### src/rtl/frac_clk_gen.sv
// frac_clk_gen: run-time programmable P/Q fractional clock generator.
// A phase accumulator adds 2*P each clock and subtracts Q on overflow. Each
// overflow toggles df, so df runs at (P/Q)*f(clk). Ratio updates go through
// a ready/valid shadow register and are applied to the live ratio only on a
// df rising edge, or straight away while idle. Stop is glitch-free: df
// always finishes its current high phase before the generator goes idle.
//
// Handshake: a config word is taken at a posedge where cfg_valid & cfg_ready.
// cfg_valid may be held across cycles. cfg_ready is registered (~shd_vld)
// and never depends combinationally on cfg_valid.
module frac_clk_gen #(
  parameter int QWID  = 16,
  parameter int CCWID = 16
) (
  input  logic             clk,
  input  logic             rst_n,
  input  logic             start,
  input  logic             stop,
  input  logic             cfg_valid,
  output logic             cfg_ready,
  input  logic [QWID-1:0]  cfg_p,
  input  logic [QWID-1:0]  cfg_q,
  output logic             cfg_err,
  output logic             busy,
  output logic             en,
  output logic             df,
  output logic [CCWID-1:0] cc
);

  typedef enum logic [1:0] {
    IDLE = 2'd0,
    RUN  = 2'd1,
    STOP = 2'd2
  } state_t;

  state_t state, state_d;

  logic [QWID:0]    acc, acc_d, sum, q_ext;
  logic             df_d, en_d;
  logic [CCWID-1:0] cc_d;
  logic             toggle, xfer, accept, cfg_ok;

  logic [QWID-1:0]  shd_p, shd_q, act_p, act_q;
  logic             shd_vld, act_vld;

  assign cfg_ready = ~shd_vld;
  assign busy      = (state != IDLE);
  assign accept    = cfg_valid & cfg_ready;
  // A ratio is usable only if Q is non-zero and the output does not exceed f/2.
  assign cfg_ok    = (cfg_q != '0) && ({cfg_p, 1'b0} <= {1'b0, cfg_q});

  // The sum cannot overflow QWID+1 bits: acc < Q and 2P <= Q.
  assign sum    = acc + {act_p, 1'b0};
  assign q_ext  = {1'b0, act_q};
  assign toggle = (sum >= q_ext);

  // Next state and next accumulator/output values.
  always_comb begin
    state_d = state;
    acc_d   = acc;
    df_d    = df;
    en_d    = 1'b0;
    cc_d    = cc;
    case (state)
      IDLE: begin
        df_d = 1'b0;
        if (!stop && start && act_vld) begin
          state_d = RUN;
          acc_d   = '0;
          cc_d    = '0;
        end
      end
      RUN: begin
        if (toggle) begin
          acc_d = sum - q_ext;
          df_d  = ~df;
          en_d  = ~df;
          if (!df) cc_d = cc + 1'b1;
        end else begin
          acc_d = sum;
        end
        if (stop) state_d = (!df && !toggle) ? IDLE : STOP;
      end
      STOP: begin
        // Only a falling toggle is allowed here, so no en can occur. If df
        // already fell on the cycle stop was taken, leave at once.
        if (!df) begin
          state_d = IDLE;
        end else if (toggle) begin
          acc_d   = sum - q_ext;
          df_d    = 1'b0;
          state_d = IDLE;
        end else begin
          acc_d = sum;
        end
      end
      default: state_d = IDLE;
    endcase
  end

  // The shadow moves to the live ratio while idle, or on a df rising edge.
  assign xfer = (state == IDLE) ? shd_vld : en_d;

  // State register, generator outputs and the config shadow/live registers.
  always_ff @(posedge clk or negedge rst_n) begin
    if (!rst_n) begin
      state   <= IDLE;
      acc     <= '0;
      df      <= 1'b0;
      en      <= 1'b0;
      cc      <= '0;
      cfg_err <= 1'b0;
      shd_p   <= '0;
      shd_q   <= '0;
      shd_vld <= 1'b0;
      act_p   <= '0;
      act_q   <= '0;
      act_vld <= 1'b0;
    end else begin
      state   <= state_d;
      acc     <= acc_d;
      df      <= df_d;
      en      <= en_d;
      cc      <= cc_d;
      cfg_err <= accept & ~cfg_ok;
      if (accept && cfg_ok) begin
        shd_p   <= cfg_p;
        shd_q   <= cfg_q;
        shd_vld <= 1'b1;
      end else if (xfer) begin
        shd_vld <= 1'b0;
      end
      if (xfer) begin
        act_p   <= shd_p;
        act_q   <= shd_q;
        act_vld <= 1'b1;
      end
    end
  end

endmodule

### config.mk
export PLATFORM = sky130hd
export DESIGN_NAME = frac_clk_gen
export DESIGN_NICKNAME = d
export VERILOG_FILES = /design/src/rtl/frac_clk_gen.sv
export SDC_FILE = /design/constraint.sdc
export NUM_CORES = 1
export LEC_CHECK = 0
export ABC_AREA = 1
export CORE_MARGIN = 1
export CORE_UTILIZATION = 30
export CTS_BUF_LIST = sky130_fd_sc_hd__clkbuf_8
export CTS_CLUSTER_SIZE = 12
export DETAILED_ROUTE_END_ITERATION = 12
export PLACE_DENSITY = 0.44
export SYNTH_ARGS = -nofsm -noshare
export SYNTH_HDL_FRONTEND = slang
export SYNTH_SLANG_ARGS = --single-unit
### constraint.sdc
create_clock -name clk -period 4.2 [get_ports clk]
set_input_delay 1.05 -clock clk [delete_from_list [all_inputs] [get_ports clk]]
set_output_delay 1.05 -clock clk [all_outputs]
set_load 0.01 [all_outputs]
==> impl_metrics.yaml, run 1 <==
routing:
  antenna_left: 0
  drt_iter0_drc: 268
  routed_wire_length_per_instance_um: 14.30
  drt_drc_violations_left: 0
  first_pass_iters: 5
  total_vias_in_the_final_route: 5733
  route.final.wire_length_um: 17990
  route.detailed.vias_per_inst: 4.557
critical_path:
  cp-startpoint: "act_p[0]"
  endpoint_kind: "flip-flop"
  critical_path.top_delay_family: "simple AND/OR/NAND/NOR gates"
  crit_fanout: 32
  cp_data_arrival_time_ns: 4.06
  crit-reg2reg-launch: "act_p[0]"
  required_time_of_the_critical_path_ns: 4.48
  crit_path_end: "acc[12]"
  r2r_end: "acc[12]"
  worstPathBufferInverterCount: 5
  setup.worst_path.start_class: "flip-flop"
  r2r_cells: 25
  slowest_stage: "sky130_fd_sc_hd__fa_1"
  criticalPathCategory: "reg2reg"
  crit_top_cell: "sky130_fd_sc_hd__nand2_1"
  critPathMaxStageDelay_ns: 0.39
  count_of_cell_instances_traversed_by_the_critical_path: 25
  reg2reg_setup_slack_ns: 0.43
logic_synthesis:
  synth_area_leader_cell: "sky130_fd_sc_hd__dfrtp_1"
  synth-main-ff-cell: "sky130_fd_sc_hd__dfrtp_1"
  syn_area_per_cell_um2: 7.376
  post_synth_instance_area_mm2: 0.006808
  async_reset_ff_share_pct: 100.0
  ys_top_cells_by_area: "sky130_fd_sc_hd__dfrtp_1 38%, sky130_fd_sc_hd__nand2_1 16%, sky130_fd_sc_hd__ha_1 9.4%, sky130_fd_sc_hd__inv_1 6.5%, sky130_fd_sc_hd__nand3_1 5.4%"
  ys_types: 34
  net_count_synth: 1013
  postSynthCellCount: 923
  number_of_synthesized_flops_with_an_enable_pin: 0
  synth_seq_area_share_pct: 38.23
  most_frequent_cells_after_synthesis: "290 x sky130_fd_sc_hd__nand2_1, 117 x sky130_fd_sc_hd__inv_1, 104 x sky130_fd_sc_hd__dfrtp_1"
  ys.warnings.count: 0
  synth_most_common_cell: "sky130_fd_sc_hd__nand2_1"
  ys_ff_latch: 104
  synth_top_area_share_pct: 38.23
global_routing:
  grt_usage_pct: 16.44
  grt_overflow_total: 0
  grt_first_pass_wirelength_um: 30460
  grt_start_max_net_pins: 65
  antenna_found_initial: 0
  first_global_vias: 5818
floorplanning:
  die-width_um: 152.6
  floorplan.die.height_um: 152.6
  fp-row-count: 54
  die_area_mm2: 0.02330
  start_util_pct: 30.91
  num_io_pins: 58
  floorplan.core_area_mm2: 0.02203
sta:
  achievable-frequency_ghz: 0.2651
  period_share_pct: 89.83
  rsz0062_at_grt: "false"
  maxSlewViolCount: 0
  relSlewSlack_pct: 46.45
  max_slew.worst_pin.slew_ns: 0.8032
  timing.clock.skew_ns: 0.01937
  layout_min_cycle_time_ns: 3.773
  setup_tns_final_ns: 0
  finalHoldViolCount: 0
  setup_viol: 0
clock_tree:
  cts_buffer_depth: 2
  cts_tree: "done"
  ctsResizeCount: 0
  tritoncts_num_sinks: 104
  clock_insertion_delay_worst_skew_ns: 0.40
  cts-root-buf: "sky130_fd_sc_hd__clkbuf_8"
  tritoncts.num_buffers: 9
  postCtsSetupBuffers: 0
  cts.hold.buffers_added: 0
  cts.clk_slew.worst_paths_ns: 0.12
  htree_num_levels: 3
place:
  io_buffer_count: 57
  post_detailed_placement_half_perimeter_wirelength_um: 13590
  place.gp.congestion: 0.8421
finish:
  antenna-diode-count: 0
  area_growth_syn_to_layout_pct: 15.71
  num-fill-cells: 2404
  multi_input_comb_area_mm2: 0.003625
  final_nets: 1063
  final_layout_size_suffix_gt1_share_pct: 5.112
  postLayoutCoreUtil_pct: 35.76
  area.sequential_mm2: 0.002603
min_path:
  class_of_the_most_critical_hold_timing_path: "reg2reg"
pwr:
  p_leak_nw: 4.045
  power_switching_share_pct: 51.39
  power.combinational.fraction_pct: 66.4
  power.share.clock_pct: 9.5
  intPower_mw: 3.183
  vdd.ir_drop.worst_uv: 346.0
  p_sw_mw: 3.365
  pwr-share-seq_pct: 24.1
  powerDensity_mw_per_mm2: 831.2
outcome:
  status: "finished clean"
job:
  maxCapViolations: 0
-- layer usage --
layer	GRT usage, %	wire length [um]	up-vias
li1	-	-	3048
met1	24.64	9811	2594
met2	24.40	7575	79
met3	1.678	386	12
met4	5.580	219	0
met5	0	0	-
-- worst register-to-register path: cells and delay by family, from the launching register on --
kind | cells | cell delay [ns]
compound gates | 2 | 0.41
xor+xnor | 1 | 0.14
fa+ha+maj | 3 | 0.88
buf+inv | 5 | 0.44
flops | 1 | 0.38
simple gates | 14 | 1.42
-- power by group through the flow --
stage	Combinational [mW]	Clock, mW	Sequential, mW
floorplan	3.34	0	1.52
global placement	4.36	0	1.60
detailed placement	4.36	0	1.60
CTS	4.39	0.649	1.58
global route	5.02	0.689	1.63
finish	4.35	0.621	1.58
-- metrics by stage --
| stage | worst slack [ns] | std cells | area, um2 | power (mW) | hold WS, ns |
|---|---|---|---|---|---|
| floorplan | 0.8946 | 923 | 6808 | 4.860 | 0.4343 |
| global placement | 0.3886 | 1242 | 7691 | 5.970 | 0.4513 |
| detailed placement | 0.3574 | 1242 | 7691 | 5.968 | 0.4574 |
| CTS | 0.3081 | 1258 | 7870 | 6.624 | 0.4824 |
| global route | 0.003444 | 1258 | 7878 | 7.338 | 0.5055 |
| finish | 0.4272 | 1258 | 7878 | 6.548 | 0.4815 |
-- cell usage in the layout, fill, tap and decap left out, drive strengths merged --
master,count
dfrtp,104
a21o,2
a211oi,1
inv,122
clkinv,2
nand3b,3
o21bai,2
clkinvlp,2
ha,51
or2,16
nor2,54
clkbuf,9
nor4,5
nand4,12
and2,1
clkdlybuf4s50,56
a21boi,2
o211ai,3
buf,8
nand3,75
a21oi,38
xnor2,17
xor2,18
nor3,7
fa,2
nand2,295
o21a,1
o21ai,70
-- worst min-delay path by stage --
stage / startpoint / endpoint / slack [ns] / cells past startpoint
finish: shd_q[12] / act_q[12] / 0.48 / 2
global route: shd_p[15] / shd_p[15] / 0.51 / 2
CTS: shd_q[12] / act_q[12] / 0.48 / 2
detailed placement: shd_q[12] / act_q[12] / 0.46 / 2
global placement: shd_p[15] / shd_p[15] / 0.45 / 2
floorplan: act_vld / act_vld / 0.43 / 1
-- sequential cells by signal (all words and copies together) (netlist names), 2 cells and up --
register	cells
acc	17
act_p	16
act_q	16
cc	16
shd_p	16
shd_q	16
state	2
-- final cells by class --
class                      instances  area share [%]
multi-input combinational        675           46.01
sequential                       104           33.04
timing repair buffer              64           8.561
inverter                         119           5.670
tap                              280           4.447
clock buffer                       9           1.572
clock inverter                     7          0.6989
-- cells by family after synthesis --
logic type | count (synthesis) | share of synthesized area (%)
adder cells (fa/ha/maj) | 53 | 9.961
buffers and inverters | 144 | 8.657
AND/OR/NAND/NOR | 468 | 29.50
AO/OA/AOI/OAI | 119 | 9.153
XOR/XNOR | 35 | 4.503
flip-flops | 104 | 38.23
(Power assumes the default switching activity.)
==> run 2, diff against run 1 <==
- CELL_PAD_IN_SITES_DETAIL_PLACEMENT: not set -> 1
- CELL_PAD_IN_SITES_GLOBAL_PLACEMENT: not set -> 1
- PLACE_DENSITY: 0.44 -> 0.57
==> run 2 against run 1 <==
  * Power increased by 4.4%
  * Sequential cell count did not move
  * Global-route usage is 1.2 points higher
  * Maximum frequency grew 0.60%
  * Sequential power barely moved
  * Non-clock buffer count up 1
  * First-iteration DRC count decreased by 9.0%
  * Critical path depth increased by 1
  * Setup slack improved by 0.023 ns
  * Critical path type unchanged
  * Critical endpoint is now acc[13]
  * Largest power group unchanged
==> impl_metrics.yaml, run 2 (synthesized netlist as in run 1, its figures left out) <==
clock_tree:
  cts_tree: "done"
  htree_num_levels: 3
  tritoncts.num_buffers: 9
  cts.hold.buffers_added: 0
  clock_insertion_delay_worst_skew_ns: 0.39
  cts-root-buf: "sky130_fd_sc_hd__clkbuf_8"
  cts.clk_slew.worst_paths_ns: 0.11
  tritoncts_num_sinks: 104
  cts_buffer_depth: 2
pwr:
  pwr-share-seq_pct: 23.3
  intPower_mw: 3.371
  p_sw_mw: 3.468
  power_switching_share_pct: 50.71
  power.share.clock_pct: 11.6
  vdd.ir_drop.worst_uv: 350.2
  powerDensity_mw_per_mm2: 858.3
  p_leak_nw: 4.081
  power.combinational.fraction_pct: 65.1
floorplanning:
  die_area_mm2: 0.02330
  start_util_pct: 30.91
  floorplan.core_area_mm2: 0.02203
  num_io_pins: 58
  fp-row-count: 54
  floorplan.die.height_um: 152.6
  die-width_um: 152.6
sta:
  max_slew.worst_pin.slew_ns: 0.8278
  relSlewSlack_pct: 44.81
  setup_viol: 0
  period_share_pct: 89.29
  maxSlewViolCount: 0
  achievable-frequency_ghz: 0.2667
  rsz0062_at_grt: "false"
  timing.clock.skew_ns: 0.01259
  layout_min_cycle_time_ns: 3.750
  finalHoldViolCount: 0
  setup_tns_final_ns: 0
global_routing:
  grt_overflow_total: 0
  grt_start_max_net_pins: 65
  antenna_found_initial: 0
  globalRouteMet2Util_pct: 26.89
  grt_first_pass_wirelength_um: 32680
  first_global_vias: 6173
  met3_usage_pct: 2.247
  grt_use_met1_pct: 26.19
  grt_usage_pct: 17.61
  grt_busiest_layer: "met2"
min_path:
  class_of_the_most_critical_hold_timing_path: "reg2reg"
job:
  maxCapViolations: 0
place:
  io_buffer_count: 57
  post_detailed_placement_half_perimeter_wirelength_um: 15220
  place.gp.congestion: 0.8113
  placed_standard_cell_area_mm2: 0.007674
critical_path:
  worstPathBufferInverterCount: 6
  crit_top_cell: "sky130_fd_sc_hd__nand2_1"
  critPathMaxStageDelay_ns: 0.39
  critical_path.top_delay_family: "simple AND/OR/NAND/NOR gates"
  setup.worst_path.start_class: "flip-flop"
  endpoint_kind: "flip-flop"
  cp_data_arrival_time_ns: 4.03
  criticalPathCategory: "reg2reg"
  slowest_stage: "sky130_fd_sc_hd__fa_1"
  crit_fanout: 23
  required_time_of_the_critical_path_ns: 4.48
routing:
  first_pass_iters: 4
  total_vias_in_the_final_route: 5889
  routed_wire_length_per_instance_um: 15.54
  drt_drc_violations_left: 0
  drt_iter0_drc: 244
  route.detailed.vias_per_inst: 4.678
  route.final.wire_length_um: 19570
  antenna_left: 0
finish:
  antenna-diode-count: 0
  layout.cells.most_common_list: "290 x sky130_fd_sc_hd__nand2_1, 117 x sky130_fd_sc_hd__inv_1, 104 x sky130_fd_sc_hd__dfrtp_1"
  largest_register_ff_count: 17
  area_growth_syn_to_layout_pct: 17.04
  largest_register: "acc"
  fin_area_mm2: 0.007968
  layout_commonest_cell: "sky130_fd_sc_hd__nand2_1"
  num-fill-cells: 2731
  postLayoutCoreUtil_pct: 36.17
  final_layout_size_suffix_gt1_share_pct: 5.414
  final_nets: 1064
outcome:
  status: "finished clean"
[run 2: power groups by stage]
| stage | combinational, mW | clock [mW] | sequential (mW) |
|---|---|---|---|
| after floorplan | 3.34 | 0 | 1.52 |
| after global placement | 4.37 | 0 | 1.60 |
| after detailed placement | 4.41 | 0 | 1.61 |
| after CTS | 4.45 | 0.830 | 1.60 |
| after global routing | 5.10 | 0.864 | 1.64 |
| final | 4.45 | 0.792 | 1.59 |
[run 2: worst reg2reg max path, stage by stage (launching register included)]
cell and delay (ns):
sky130_fd_sc_hd__dfrtp_1 0.37, sky130_fd_sc_hd__ha_1 0.16, sky130_fd_sc_hd__inv_1 0.05, sky130_fd_sc_hd__fa_1 0.39, sky130_fd_sc_hd__inv_1 0.07, sky130_fd_sc_hd__nand3_1 0.06
sky130_fd_sc_hd__nand2_1 0.14, sky130_fd_sc_hd__nand2_1 0.11, sky130_fd_sc_hd__a21oi_4 0.18, sky130_fd_sc_hd__nand2_1 0.07, sky130_fd_sc_hd__nand2_1 0.07, sky130_fd_sc_hd__xnor2_1 0.14
sky130_fd_sc_hd__inv_1 0.07, sky130_fd_sc_hd__ha_1 0.33, sky130_fd_sc_hd__nand2_1 0.08, sky130_fd_sc_hd__inv_1 0.05, sky130_fd_sc_hd__nand2_1 0.05, sky130_fd_sc_hd__nand2_1 0.08
sky130_fd_sc_hd__a21oi_1 0.17, sky130_fd_sc_hd__nand2_1 0.08, sky130_fd_sc_hd__nand2_1 0.16, sky130_fd_sc_hd__nand3_4 0.19, sky130_fd_sc_hd__buf_8 0.22, sky130_fd_sc_hd__inv_1 0.14
sky130_fd_sc_hd__nand2_1 0.06, sky130_fd_sc_hd__nand3_1 0.09, sky130_fd_sc_hd__nand2_1 0.05
[run 2: path summary, 6_finish.rpt]
kind	start	end	slack [ns]	cells after the start
worst max-delay path	act_p[0]	acc[13]	0.45	26
worst min-delay path	shd_p[9]	act_p[9]	0.49	2
worst max register to register	act_p[0]	acc[13]	0.45	26
worst min register to register	shd_p[9]	act_p[9]	0.49	2
max in group asynchronous	rst_n	acc[5]	2.62	2
min in group asynchronous	rst_n	acc[3]	0.71	1
[run 2: area by class of cell]
cell class / instances / area, um2 / area share (%)
clock buffer: 9 / 123.9 / 1.555
clock inverter: 7 / 126.4 / 1.586
inverter: 119 / 446.7 / 5.606
multi-input combinational: 675 / 3645 / 45.74
sequential: 104 / 2603 / 32.66
tap: 280 / 350.3 / 4.397
timing repair buffer: 65 / 673.1 / 8.448
[run 2: layer usage]
| metal | part of all wire [%] | vias to the layer above | wire length (um) |
|---|---|---|---|
| met5 | 0 | - | 0 |
| met4 | 0.90 | 0 | 177 |
| met3 | 1.7 | 9 | 339 |
| met2 | 43 | 56 | 8414 |
| met1 | 54 | 2770 | 10640 |
| li1 | - | 3054 | - |
[run 2: through the flow]
stage	power [mW]	std cells	setup WS [ns]	hold WS, ns
global placement	5.977	1243	0.2477	0.4609
CTS	6.878	1259	0.1535	0.4910
global route	7.600	1259	0.006533	0.5115
finish	6.838	1259	0.4498	0.4860
detailed placement	6.025	1243	0.1884	0.4626
floorplan	4.860	923	0.8946	0.4343
[run 2: what timing repair did]
item                                    in CTS  in global routing
setup buffers                                0                  0
resized for setup                            0                  9
endpoints found under the setup margin       0                 62
endpoints found under the hold margin        0                  0
